`src/rtl/bp_update_scheduler.sv`:
```
// In-order update FIFO between ROB retire and the branch predictor. Groups are split so that
// no two lanes in one cycle hit the same predictor row. Optional statistics: BP_SCHED_STATS_EN.
module bp_update_scheduler #(
  parameter int N        = 2,
  parameter int DEPTH    = 8,
  parameter int IDX_BITS = 4
) (
  input  logic                         clock,
  input  logic                         reset,
  input  logic [N-1:0]                 in_valid,
  input  logic [N*32-1:0]              in_pc,
  input  logic [N-1:0]                 in_taken,
  input  logic [N*32-1:0]              in_target,
  output logic                         in_ready,
  input  logic                         flush,
  input  logic                         upd_stall,
  output logic [N-1:0]                 out_valid,
  output logic [N*32-1:0]              out_pc,
  output logic [N-1:0]                 out_taken,
  output logic [N*32-1:0]              out_target,
  output logic [$clog2(DEPTH+1)-1:0]   count,
  output logic [1:0]                   dbg_state
`ifdef BP_SCHED_STATS_EN
  ,
  output logic [31:0]                  stat_issued,
  output logic [31:0]                  stat_taken,
  output logic [31:0]                  stat_split
`endif
);
  localparam int PW = $clog2(DEPTH);
  localparam int CW = $clog2(DEPTH+1);

  typedef enum logic [1:0] {S_IDLE = 2'd0, S_DRAIN = 2'd1, S_FLUSH = 2'd2} state_t;

  state_t          r_state;
  logic [PW-1:0]   r_head, r_tail;
  logic [CW-1:0]   r_count;
  logic            r_in_ready;
  logic [31:0]     r_pc_mem [DEPTH];
  logic [31:0]     r_tg_mem [DEPTH];
  logic [DEPTH-1:0] r_tk_mem;

  logic [PW-1:0]       w_rd_ptr [N];
  logic [PW-1:0]       w_wr_ptr [N];
  logic [IDX_BITS-1:0] w_idx [N];
  logic [CW-1:0]       w_k, w_enq_n, w_deq_n, w_count_nx;
  logic [PW-1:0]       w_tail_nx, w_head_nx;
  logic                w_conflict;

  // Issue group: take head entries in order, stop at the first one whose row repeats.
  always_comb begin
    w_k        = '0;
    w_conflict = 1'b0;
    for (int j = 0; j < N; j++) begin
      w_rd_ptr[j] = r_head + PW'(j);
      w_idx[j]    = r_pc_mem[w_rd_ptr[j]][IDX_BITS+1:2];
    end
    for (int j = 0; j < N; j++) begin
      if (!w_conflict && (CW'(j) < r_count)) begin
        for (int m = 0; m < j; m++) begin
          if (w_idx[m] == w_idx[j]) w_conflict = 1'b1;
        end
        if (!w_conflict) w_k = CW'(j + 1);
      end
    end
  end

  always_comb begin
    out_valid  = '0;
    out_pc     = '0;
    out_taken  = '0;
    out_target = '0;
    for (int i = 0; i < N; i++) begin
      out_valid[i] = (CW'(i) < w_k);
      if (out_valid[i]) begin
        out_pc[i*32 +: 32]     = r_pc_mem[w_rd_ptr[i]];
        out_taken[i]           = r_tk_mem[w_rd_ptr[i]];
        out_target[i*32 +: 32] = r_tg_mem[w_rd_ptr[i]];
      end
    end
  end

  // Valid lanes are compacted: lane i lands after all lower valid lanes.
  always_comb begin
    w_enq_n = '0;
    for (int i = 0; i < N; i++) begin
      w_wr_ptr[i] = r_tail + PW'(w_enq_n);
      if (in_valid[i]) w_enq_n = w_enq_n + CW'(1);
    end
    if (!r_in_ready) w_enq_n = '0;
  end

  // Flush forces the group out even if the predictor is stalling.
  assign w_deq_n    = (!upd_stall || flush) ? w_k : '0;
  assign w_count_nx = r_count + w_enq_n - w_deq_n;
  assign w_tail_nx  = r_tail + PW'(w_enq_n);
  assign w_head_nx  = r_head + PW'(w_deq_n);

  always_ff @(posedge clock) begin
    for (int i = 0; i < N; i++) begin
      if (!reset && r_in_ready && in_valid[i]) begin
        r_pc_mem[w_wr_ptr[i]] <= in_pc[i*32 +: 32];
        r_tg_mem[w_wr_ptr[i]] <= in_target[i*32 +: 32];
        r_tk_mem[w_wr_ptr[i]] <= in_taken[i];
      end
    end
  end

  always_ff @(posedge clock) begin
    if (reset) begin
      r_head     <= '0;
      r_tail     <= '0;
      r_count    <= '0;
      r_state    <= S_IDLE;
      r_in_ready <= 1'b1;
    end else begin
      r_tail <= w_tail_nx;
      if (flush) begin
        r_head     <= w_tail_nx;
        r_count    <= '0;
        r_state    <= S_FLUSH;
        r_in_ready <= 1'b0;
      end else begin
        r_head     <= w_head_nx;
        r_count    <= w_count_nx;
        r_in_ready <= (w_count_nx <= CW'(DEPTH - N));
        case (r_state)
          S_IDLE:  if (w_count_nx != '0) r_state <= S_DRAIN;
          S_DRAIN: if (w_count_nx == '0) r_state <= S_IDLE;
          default: r_state <= (w_count_nx != '0) ? S_DRAIN : S_IDLE;
        endcase
      end
    end
  end

  assign in_ready  = r_in_ready;
  assign count     = r_count;
  assign dbg_state = r_state;

  a_no_enq_when_not_ready: assert property (@(posedge clock) disable iff (reset)
    !((|in_valid) && !r_in_ready));

`ifdef BP_SCHED_STATS_EN
  logic [31:0] r_stat_issued, r_stat_taken, r_stat_split;
  logic [CW-1:0] w_deq_taken;

  function automatic logic [31:0] sat_add(input logic [31:0] a, input logic [CW-1:0] b);
    logic [32:0] s;
    s = {1'b0, a} + 33'(b);
    return s[32] ? 32'hFFFF_FFFF : s[31:0];
  endfunction

  always_comb begin
    w_deq_taken = '0;
    for (int i = 0; i < N; i++) begin
      if ((CW'(i) < w_deq_n) && out_taken[i]) w_deq_taken = w_deq_taken + CW'(1);
    end
  end

  // Counters survive flush; only reset clears them.
  always_ff @(posedge clock) begin
    if (reset) begin
      r_stat_issued <= '0;
      r_stat_taken  <= '0;
      r_stat_split  <= '0;
    end else begin
      r_stat_issued <= sat_add(r_stat_issued, w_deq_n);
      r_stat_taken  <= sat_add(r_stat_taken, w_deq_taken);
      if ((w_deq_n != '0) && w_conflict && (r_count > w_k))
        r_stat_split <= sat_add(r_stat_split, CW'(1));
    end
  end

  assign stat_issued = r_stat_issued;
  assign stat_taken  = r_stat_taken;
  assign stat_split  = r_stat_split;
`endif
endmodule
```
`config.mk`:
```
export PLATFORM = sky130hd
export DESIGN_NAME = bp_update_scheduler
export DESIGN_NICKNAME = d
export VERILOG_FILES = /design/src/rtl/bp_update_scheduler.sv
export SDC_FILE = /design/constraint.sdc
export NUM_CORES = 1
export LEC_CHECK = 0
export ABC_AREA = 1
export ABC_CLOCK_PERIOD_IN_PS = 3600
export CAP_MARGIN = 20
export CORE_MARGIN = 5
export CORE_UTILIZATION = 35
export CTS_BUF_LIST = sky130_fd_sc_hd__clkbuf_16
export DETAILED_ROUTE_END_ITERATION = 16
export SYNTH_ARGS = -nofsm -noshare
export SYNTH_HDL_FRONTEND = slang
export SYNTH_SLANG_ARGS = --single-unit
export TNS_END_PERCENT = 10
```
`constraint.sdc`:
```
create_clock -name clock -period 3.6 [get_ports clock]
set_clock_uncertainty 0.2 [all_clocks]
set_input_delay 0.36 -clock clock [delete_from_list [all_inputs] [get_ports clock]]
set_output_delay 0.36 -clock clock [all_outputs]
set_load 0.02 [all_outputs]
```
==> summary.md, run 1 <==
| Metric | Value |
|---|---|
| Worst Setup Start Kind | flop |
| Worst Hold Class | input port to flop |
| Layout cells sized above 1 | under 10% |
| Post-Layout Inst Area | 38900 um^2 |
| Hold buffer count at cts | 0 |
| Leakage | around 0.016 uW |
| Number of global-route vias before repair | 27576 |
| RSZ-0062 raised after global routing | true |
| Stages on worst setup path | 17 |
| Combinational share of power | a little under three fifths |
| Most common cell after layout, fill and taps aside | nand2_1 |
| Clk network pwr share | a little over a fifth |
| CP Capture Point | out_target[63] |
| DRC violations left | 0 |
| NetSw | approximately 14000 uW |
| CP Data Arrival Time | 3.00 ns |
| Cell variety after synth | 36 |
| Gr ovfl total | 0 |
| Area share of the largest cell type after synthesis | between 40 and 50% |
| Synth Register Bits | between 500 and 600 |
| CTS root buf | clkbuf_16 |
| Layout area overhead | 21.8% |
| DP Area | roughly 36000 um^2 |
| Die area | between 90000 and 100000 um^2 |
| Worst-margin pin slew | between 0.9 and 1 ns |
| H-tree Lvls | 3 |
| IO Count | approximately 280 |
| Synth Instances | 3962 |
| Mapped cell area | 32000 um^2 |
| Largest delay share family, worst path | buffers and inverters |
| Internal | roughly 18000 uW |
| Total number of vias | slightly below 30000 |
| Reg2reg end | in_ready |
| Clk slew on worst S/H paths | approximately 0.060 ns |
| IR drop worst, VDD | approximately 0.54 mV |
| Status | finished clean |
| Final period utilization | between 90% and 100% |
| Clk buf depth | 3 |
| Critical path's slowest cell | dfxtp_4 |
| Sw frac | 44.5% |
| Power Total | about 32000 uW |
| Fin. Hold Viols | 0 |
| Die Span Y | about 310 um |
| Post-DP HPWL | between 60 and 70 mm |
| # setup viols final | 0 |
| Core ar. | ~90000 um^2 |
| Post-DR vias/cell | 5.55 |
| CTS buffer count | 68 |
| Pins Over Slew Limit | 0 |
| Initial Utilization | between 30% and 40% |
| Syn_nets | 4113 |
| Top cells by area, synth | edfxtp_1, o21ai_0, nand2_1 |
| Most frequent cells in the layout | nand2_1, o21ai_0, edfxtp_1 |
| Critical path launch point | r_head[0] |
| First-pass GRT wire length | 174 mm |
| Worst slew margin | a little over a third |
| Worst skew pair latency | 0.60 ns |
| FMAX | approximately 280 MHz |
| Total of max-cap violations | 0 |
| Pin count of the biggest net entering global routing | approximately 190 |
| Final nets | 4234 |
| Post-Route WL | between 100 and 150 mm |
| TritonCTS clock tree | done |
| Placer Congestion | ~0.84 |
| R2r setup slk | around 0.07 ns |
| DR pass1 iterations | 6 |
| Most used cell, CP | buf_4 |
| R2r startpoint | r_head[0] |
| Crit Path Max Fanout | 8 |
| Register share of total power | between 20% and 30% |
| Seq/Total Area, Yosys | between 40% and 50% |
| Crit path time final | 3.56 ns |
| Crit Path Class | flop to output pin |
| IO buf count | around 270 |
| Antenna violations before repair | 17 |
| Mean area per synthesized cell | between 8 and 9 um^2 |
| Synthesis Warnings | 0 |
| Clock sink count | around 530 |
| Die W | ~310 um |
| Cell chain of the critical path | ha_4 > buf_12 > nand3_1 > nand3_1 > o21ai_2 > nand2_1 > nand2_1 > nor2_2 > nand2_4 > nand2_4 > buf_12 > buf_16 > buf_6 > buf_4 > nor2_1 > buf_4 > buf_4 |
| Dominant cell type by area after synthesis | edfxtp_1 |
| Critical Path RT | roughly 3.0 ns |
| Critical path's largest stage delay | 0.36 ns |
| Global-route usage over all layers | about a quarter |
| Kind of end point of the critical path | output pin |
| Reg2reg path depth | 19 |
| Initial DRC count | ~3500 |
| Routed Antenna Nets | 0 |
| Power per cell area | approximately 800 nW/um^2 |
| Worst Path Buf+Inv | 7 |
| Routed wire length per instance | around 23 um |
| Rows | between 100 and 150 |
-- power by group through the flow --
stage               clock network [uW]  registers, uW  logic, uW
finish                            6630           7540      17700
global route                      6980           7580      18900
CTS                               6720           7530      17300
detailed placement                   0           7650      16400
global placement                     0           7650      16300
floorplan                            0           7630       9800
-- per-stage QoR --
| stage | std cells | setup TNS [ns] | worst slack, ns | hold WS [ns] | util, % |
|---|---|---|---|---|---|
| CTS | 5296 | -1.26 | -0.177 | 0.215 | 42.9 |
| floorplan | 3962 | 0 | 0.0675 | 0.232 | - |
| global route | 5308 | -0.546 | -0.183 | 0.267 | 43.1 |
| global placement | 5164 | 0 | 0.0678 | 0.291 | 40.1 |
| detailed placement | 5164 | 0 | 0.0142 | 0.288 | 40.1 |
| finish | 5312 | 0 | 0.0354 | 0.261 | 43.1 |
-- cells in the mapped netlist --
| master | n |
|---|---|
| a211oi_1 | 58 |
| a21oi_1 | 424 |
| a221oi_1 | 61 |
| a31oi_1 | 63 |
| a41oi_1 | 1 |
| and3_1 | 1 |
| buf_1 | 21 |
| buf_2 | 165 |
| buf_4 | 12 |
| buf_6 | 5 |
| buf_8 | 2 |
| clkbuf_1 | 187 |
| dfxtp_1 | 21 |
| edfxtp_1 | 512 |
| fa_1 | 4 |
| ha_1 | 11 |
| inv_1 | 364 |
| inv_2 | 4 |
| nand2_1 | 856 |
| nand2_2 | 2 |
| nand3_1 | 54 |
| nand3b_1 | 1 |
| nand4_1 | 8 |
| nor2_1 | 135 |
| nor2_2 | 30 |
| nor3_1 | 61 |
| o211ai_1 | 63 |
| o21ai_0 | 822 |
| o21ai_1 | 1 |
| o221a_2 | 4 |
| o22ai_1 | 1 |
| o311ai_0 | 1 |
| or2_2 | 1 |
| xnor2_2 | 1 |
| xor2_1 | 4 |
| xor2_2 | 1 |
-- sequential cells by signal, indices dropped and copies added, names as in the netlist --
register,count
r_head,3
in_ready,1
r_tail,3
r_tg_mem,256
count,4
dbg_state,2
r_pc_mem,256
r_tk_mem,8
-- worst register-to-register path, stage by stage, from the launching register on --
cell      delay [ns]
dfxtp_4         0.36
ha_4            0.34
buf_12          0.13
nand3_1         0.09
nand3_1         0.11
o21ai_2         0.07
nand2_1         0.06
nand2_1         0.07
nor2_2          0.15
nand2_4         0.09
a21oi_1         0.17
ha_1            0.25
inv_1           0.06
ha_1            0.15
inv_1           0.06
fa_1            0.44
xor2_1          0.17
o311ai_1        0.26
buf_4           0.16
nand2_1         0.04
-- worst min path at each step --
stage | startpoint | end | depth (start not counted)
floorplan | reset | r_tail[0] | 1
global placement | r_tk_mem[6] | r_tk_mem[6] | 2
detailed placement | r_tk_mem[6] | r_tk_mem[6] | 2
CTS | flush | r_head[2] | 3
global route | flush | r_head[2] | 3
finish | flush | r_head[2] | 3
-- routing by layer --
| metal | up-vias | wire length (um) | GRT usage [%] |
|---|---|---|---|
| li1 | 13999 | - | - |
| met1 | 13891 | 50400 | 30.7 |
| met2 | 1344 | 56200 | 39.0 |
| met3 | 240 | 9810 | 4.15 |
| met4 | 10 | 3740 | 8.17 |
| met5 | - | 69 | 0 |
-- kinds of logic after synthesis --
family                     synth area share, %
AOI/OAI and AO/OA                         25.5
xor gates and xnor gates                 0.211
adders and majority gates                0.681
buffers and inverters                     9.90
DFF                                       49.4
and+or+nand+nor                           14.3
-- area by class of cell --
type / count / area [um^2]
fillers: 8739 / 51400
flip-flops and latches: 533 / 15800
multi-input cells: 2669 / 13200
repair buffers: 443 / 4860
clock buffers: 71 / 1780
well taps: 1176 / 1470
inverters: 368 / 1420
clock inverters: 43 / 344
diodes: 9 / 22.5
-- repair_timing --
item,4_1_cts,5_1_grt
gates resized for setup,163,88
endpoints found under the hold margin,0,0
pin swaps,2,1
cloned,11,2
endpoints found under the setup margin,123,101
setup buffers,7,5
(Power assumes the default switching activity.)
==> run 2: changes to the inputs <==
--- a/config.mk
+++ b/config.mk
@@ -7,11 +7,12 @@
 export LEC_CHECK = 0
 export ABC_AREA = 1
 export ABC_CLOCK_PERIOD_IN_PS = 3600
-export CAP_MARGIN = 20
 export CORE_MARGIN = 5
 export CORE_UTILIZATION = 35
 export CTS_BUF_LIST = sky130_fd_sc_hd__clkbuf_16
+export CTS_CLUSTER_DIAMETER = 80
 export DETAILED_ROUTE_END_ITERATION = 16
+export HOLD_SLACK_MARGIN = 0.03
 export SYNTH_ARGS = -nofsm -noshare
 export SYNTH_HDL_FRONTEND = slang
 export SYNTH_SLANG_ARGS = --single-unit
==> results of run 2 <==
Same layout as run 1: the final DEF is identical, and so are final timing and power.
